[config.mk]
export PLATFORM = sky130hd
export DESIGN_NAME = div16x8_seq
export DESIGN_NICKNAME = d
export VERILOG_FILES = /design/src/rtl/div16x8_seq.sv
export SDC_FILE = /design/constraint.sdc
export NUM_CORES = 1
export LEC_CHECK = 0
export ABC_AREA = 1
export BUFFER_PORTS_ARGS = -buffer_cell sky130_fd_sc_hd__buf_4
export CORE_MARGIN = 8
export CORE_UTILIZATION = 45
export CTS_CLUSTER_SIZE = 12
export DETAILED_ROUTE_END_ITERATION = 8
export HOLD_SLACK_MARGIN = 0.02
export PLACE_DENSITY = 0.66
export SLEW_MARGIN = 20
export SYNTH_ARGS = -nofsm -noshare
export SYNTH_HDL_FRONTEND = slang
export SYNTH_SLANG_ARGS = --single-unit
[constraint.sdc]
create_clock -name clk -period 2.2 [get_ports clk]
set_input_delay 0.44 -clock clk [delete_from_list [all_inputs] [get_ports clk]]
set_output_delay 0.44 -clock clk [all_outputs]
set_load 0.02 [all_outputs]
[src/rtl/div16x8_seq.sv]
// Sequential restoring divider: DVD_W-bit dividend / DVS_W-bit divisor, one quotient
// bit per clock, start/done handshake and a 7-segment display of the FSM state.
module div16x8_seq #(
  parameter int               DVD_W = 16,
  parameter int               DVS_W = 8,
  parameter logic [DVD_W-1:0] ERR_Q = '1
) (
  input  logic             clk,
  input  logic             reset_a,
  input  logic [DVD_W-1:0] dividend,
  input  logic [DVS_W-1:0] divisor,
  input  logic             start,
  output logic [DVD_W-1:0] quotient,
  output logic [DVS_W-1:0] remainder,
  output logic             done_flag,
  output logic             div_by_zero,
  output logic             busy,
  output logic             seg_a,
  output logic             seg_b,
  output logic             seg_c,
  output logic             seg_d,
  output logic             seg_e,
  output logic             seg_f,
  output logic             seg_g,
  output logic [2:0]       state_dbg
);

  // Handshake: a request is accepted on any rising edge where start is high and the
  // FSM is in IDLE, DONE or ERR; done_flag then stays high until the next accept.

  localparam int CNT_W = (DVD_W > 1) ? $clog2(DVD_W) : 1;
  localparam logic [CNT_W-1:0] LAST = CNT_W'(DVD_W - 1);

  typedef enum logic [2:0] {
    S_IDLE = 3'd0,
    S_LOAD = 3'd1,
    S_CALC = 3'd2,
    S_DONE = 3'd3,
    S_ERR  = 3'd4
  } state_t;

  state_t           state, state_nxt;
  logic [DVD_W-1:0] dvd_r;
  logic [DVS_W-1:0] dvs_r;
  logic [DVD_W-1:0] wq;
  logic [DVS_W-1:0] pr;
  logic [CNT_W-1:0] cnt;

  logic [DVS_W:0]   pr_sh;
  logic             ge;
  logic [DVS_W-1:0] pr_nxt;
  logic [DVD_W-1:0] wq_nxt;
  logic [6:0]       seg;

  // The true difference is always < divisor, so the low DVS_W bits are exact.
  always_comb begin
    pr_sh  = {pr, wq[DVD_W-1]};
    ge     = (pr_sh >= {1'b0, dvs_r});
    pr_nxt = ge ? (pr_sh[DVS_W-1:0] - dvs_r) : pr_sh[DVS_W-1:0];
    wq_nxt = {wq[DVD_W-2:0], ge};
  end

  always_ff @(posedge clk or negedge reset_a) begin
    if (!reset_a) state <= S_IDLE;
    else          state <= state_nxt;
  end

  always_comb begin
    state_nxt = state;
    case (state)
      S_IDLE, S_DONE, S_ERR: if (start) state_nxt = S_LOAD;
      S_LOAD:                state_nxt = (dvs_r == '0) ? S_ERR : S_CALC;
      S_CALC:                if (cnt == LAST) state_nxt = S_DONE;
      default:               state_nxt = S_IDLE;
    endcase
  end

  always_ff @(posedge clk or negedge reset_a) begin
    if (!reset_a) begin
      dvd_r       <= '0;
      dvs_r       <= '0;
      wq          <= '0;
      pr          <= '0;
      cnt         <= '0;
      quotient    <= '0;
      remainder   <= '0;
      done_flag   <= 1'b0;
      div_by_zero <= 1'b0;
    end else begin
      case (state)
        S_IDLE, S_DONE, S_ERR: begin
          if (start) begin
            dvd_r       <= dividend;
            dvs_r       <= divisor;
            done_flag   <= 1'b0;
            div_by_zero <= 1'b0;
          end
        end
        S_LOAD: begin
          if (dvs_r == '0) begin
            quotient    <= ERR_Q;
            remainder   <= dvd_r[DVS_W-1:0];
            div_by_zero <= 1'b1;
            done_flag   <= 1'b1;
          end else begin
            cnt <= '0;
            pr  <= '0;
            wq  <= dvd_r;
          end
        end
        S_CALC: begin
          pr  <= pr_nxt;
          wq  <= wq_nxt;
          cnt <= cnt + 1'b1;
          if (cnt == LAST) begin
            quotient  <= wq_nxt;
            remainder <= pr_nxt;
            done_flag <= 1'b1;
          end
        end
        default: ;
      endcase
    end
  end

  // Segment order {a,b,c,d,e,f,g}, active high.
  always_comb begin
    seg = 7'b0000000;
    case (state)
      S_IDLE:  seg = 7'b1111110;
      S_LOAD:  seg = 7'b0110000;
      S_CALC:  seg = 7'b1101101;
      S_DONE:  seg = 7'b1111001;
      S_ERR:   seg = 7'b1001111;
      default: seg = 7'b0000000;
    endcase
  end

  assign {seg_a, seg_b, seg_c, seg_d, seg_e, seg_f, seg_g} = seg;
  assign busy      = (state == S_LOAD) || (state == S_CALC);
  assign state_dbg = state;

endmodule

==> flow_summary.json <==
{
  "p_int_uw": 4380,
  "post-cts-setup-buffers": 0,
  "root_buffer": "clkbuf_8",
  "drtIter0Drc": 175,
  "cp_common_cell": "inv_2",
  "clock-skew-final_ps": 10.1,
  "p_sw_share_pct": 47.6,
  "hold_viol": 0,
  "peakVddDrop_v": 0.000829,
  "setup_violations": 0,
  "cts_buffer_depth": 2,
  "die_w_um": 111,
  "io_pins": 64,
  "r2r_cells": 11,
  "slew_violations": 0,
  "muxShareOfSynthArea_pct": 0,
  "cts_made_buffers": 9,
  "cp_cell_sequence": "inv_2 > nand2_2 > nor2_4 > inv_2 > nand2_4 > buf_4",
  "yosysSeqAreaShare_pct": 50.0,
  "ys_seq_elements": 81,
  "grt_pass1_wl_mm": 17.1,
  "cts_tree": "built",
  "yosys.area_share.simple_pct": 24.2,
  "dr.pass1.iters": 5,
  "layout-drive-gt1-share_pct": 18.4,
  "yosysUniqueCellTypes": 32,
  "yosys.area_share.adder_pct": 3.27,
  "dr_wl_met3_um": 530,
  "drt-met1-wl_mm": 5.36,
  "finalSetupTns_ps": 0,
  "synth_xor_area_share_pct": 0.864,
  "p_leak_uw": 0.00265,
  "period_minus_slack_ps": 1960,
  "synth_compound_area_share_pct": 11.2,
  "cap_violations": 0,
  "grt_max_degree": 39,
  "synthMostInstantiatedCell": "nand2_1",
  "synthTopCellsByCount": "nand2_1, inv_1, dfrtp_1",
  "clkTransAtPathRegs_ps": 80,
  "powerDensity_nw_per_um2": 1710,
  "p_clk_share_pct": 13.0,
  "viasPerCell": 5.11,
  "areaGrowthSynthToFinish_pct": 20.3,
  "cpPeakStageDelay_ps": 430,
  "start_util_pct": 46.5,
  "critPathBufInv": 3,
  "crit_arrival_ps": 1520,
  "start_kind": "flop",
  "synthTopCellsByArea": "dfrtp_1, nand2_1, inv_1",
  "drtAntennaViolNets": 0,
  "critPathSlowestCell": "dfrtp_1",
  "top_layer": "met4",
  "synth_top_cell_by_area": "dfrtp_1",
  "synth_edf_count": 0,
  "nets": 609,
  "rsz0062_at_grt": "no",
  "worstPathRequired_ps": 1760,
  "p_seq_share_pct": 30.9,
  "avgRoutedWirePerCell_um": 15.0,
  "die_area_um2": 12300,
  "crit_cells": 6,
  "crit_fanout": 14,
  "drc": 0,
  "clkSinkCount": 81,
  "vias": 3498,
  "antenna_found_initial": 0,
  "whs_ps": 24.9,
  "path_delay_family": "buffers and inverters",
  "layout_worst_path_cycle_share_pct": 89.2,
  "grt_pass1_vias": 3354,
  "end_kind": "output port",
  "worstReg2RegStart": "pr[6]",
  "rows": 34,
  "grt_overflow_total": 0,
  "grt.total_usage_pct": 17.0,
  "synth-main-ff-cell": "dfrtp_1",
  "pwr-share-comb_pct": 56.2,
  "fp.dieH_um": 111,
  "wl_met2_mm": 4.23,
  "worstMarginPinSlew_ps": 457,
  "async_flop_share_pct": 100,
  "max_freq_mhz": 509,
  "synth.avg_cell_area_um2": 8.04,
  "synth_top_family_by_area": "simple AND/OR/NAND/NOR gates",
  "syn_nets": 541,
  "cp-startpoint": "state_dbg[2]",
  "clock_latency_ps": 350,
  "syn_inst": 504,
  "status": "finished clean",
  "post-dp-hpwl_mm": 7.76,
  "ys_warn_count": 0,
  "core-area_um2": 8720,
  "synthesis.area_um2": 4050,
  "yosysTopAreaCellShare_pct": 50.0,
  "maxSlewHeadroom_pct": 69.5,
  "switchingPower_uw": 3970,
  "gp_congestion": 0.888,
  "portBuffers": 63,
  "critical_path_class": "flop to output port",
  "min_path_type": "input pin to asynchronous set/reset pin",
  "r2r_slack_ps": 240,
  "h-tree-depth": 3,
  "antenna_cells": 0,
  "wirelength_mm": 10.3,
  "r2r_end": "remainder[3]"
}
-- per-layer routing --
metal / GRT usage, % / vias up
li1: - / 1745
met1: 25.2 / 1643
met2: 23.4 / 99
met3: 3.46 / 11
met4: 6.40 / 0
met5: 0 / -
-- final cells by class --
| class | instances | area [um2] |
|---|---|---|
| clock buffer | 10 | 128 |
| clock inverter | 6 | 68.8 |
| fill | 868 | 3850 |
| inverter | 89 | 334 |
| multi-input combinational | 317 | 1610 |
| sequential | 81 | 2030 |
| tap | 108 | 135 |
| timing repair buffer | 74 | 568 |
-- worst max-delay path by stage --
| stage | endpoint | slack (ps) |
|---|---|---|
| after detailed placement | remainder[1] | 210 |
| final | busy | 240 |
| after global placement | remainder[2] | 220 |
| after CTS | remainder[3] | 190 |
| after floorplan | seg_d | 350 |
| after global routing | remainder[3] | 30 |
-- through the flow --
stage,worst slack [ps],util [%],area [um2],instances,power [uW]
floorplan,351,-,4050,504,5740
global placement,215,53.5,4670,669,7230
detailed placement,208,53.5,4670,669,7270
CTS,188,55.8,4860,685,8380
global route,32.2,55.9,4870,685,9100
finish,237,55.9,4870,685,8350
-- state kept, by name (all words and copies together), names as in the netlist --
register	count
dvd_r	16
quotient	16
wq	16
dvs_r	8
pr	8
remainder	8
cnt	4
state_dbg	3
div_by_zero	1
done_flag	1
-- layout by cell type (no fill, tap or decap), types with 2 or more instances in the layout --
cell type    n
nand2_2      4
nand2_1    145
xnor2_1      3
nand4_1     12
nor2_1      28
inv_1       85
a21oi_1      7
o211ai_1    10
dfrtp_1     81
nand3_1     34
o21ai_1      8
a22oi_1     21
inv_2        4
clkbuf_8     9
o21ai_0     23
buf_4       73
clkinv_4     3
ha_1         8
nor2_2       2
-- power by group through the flow --
stage          Clock [uW]  Combinational [uW]  Sequential [uW]
2_1_floorplan           0                2950             2790
4_1_cts              1120                4690             2580
5_1_grt              1170                5280             2650
3_3_place_gp            0                4640             2580
3_5_place_dp            0                4670             2610
6_report             1080                4690             2580
-- worst reg2reg max path, delay by kind of cell, from the launching register on --
family / cells / cell delay, ps
flops: 1 / 420
simple gates: 7 / 760
fa+ha+maj: 1 / 400
buf+inv: 3 / 280
-- logic make-up after synthesis --
kind of cell | Yosys count
simple gates | 230
buf+inv | 106
flops | 81
xor+xnor | 4
fa+ha+maj | 10
compound gates | 73
-- repair_timing --
item                       CTS  global route
setup endpoints to repair    0             5
hold buffers                 0             0
gates resized for setup      0             3
No activity file was read; power rests on OpenSTA's default activity.
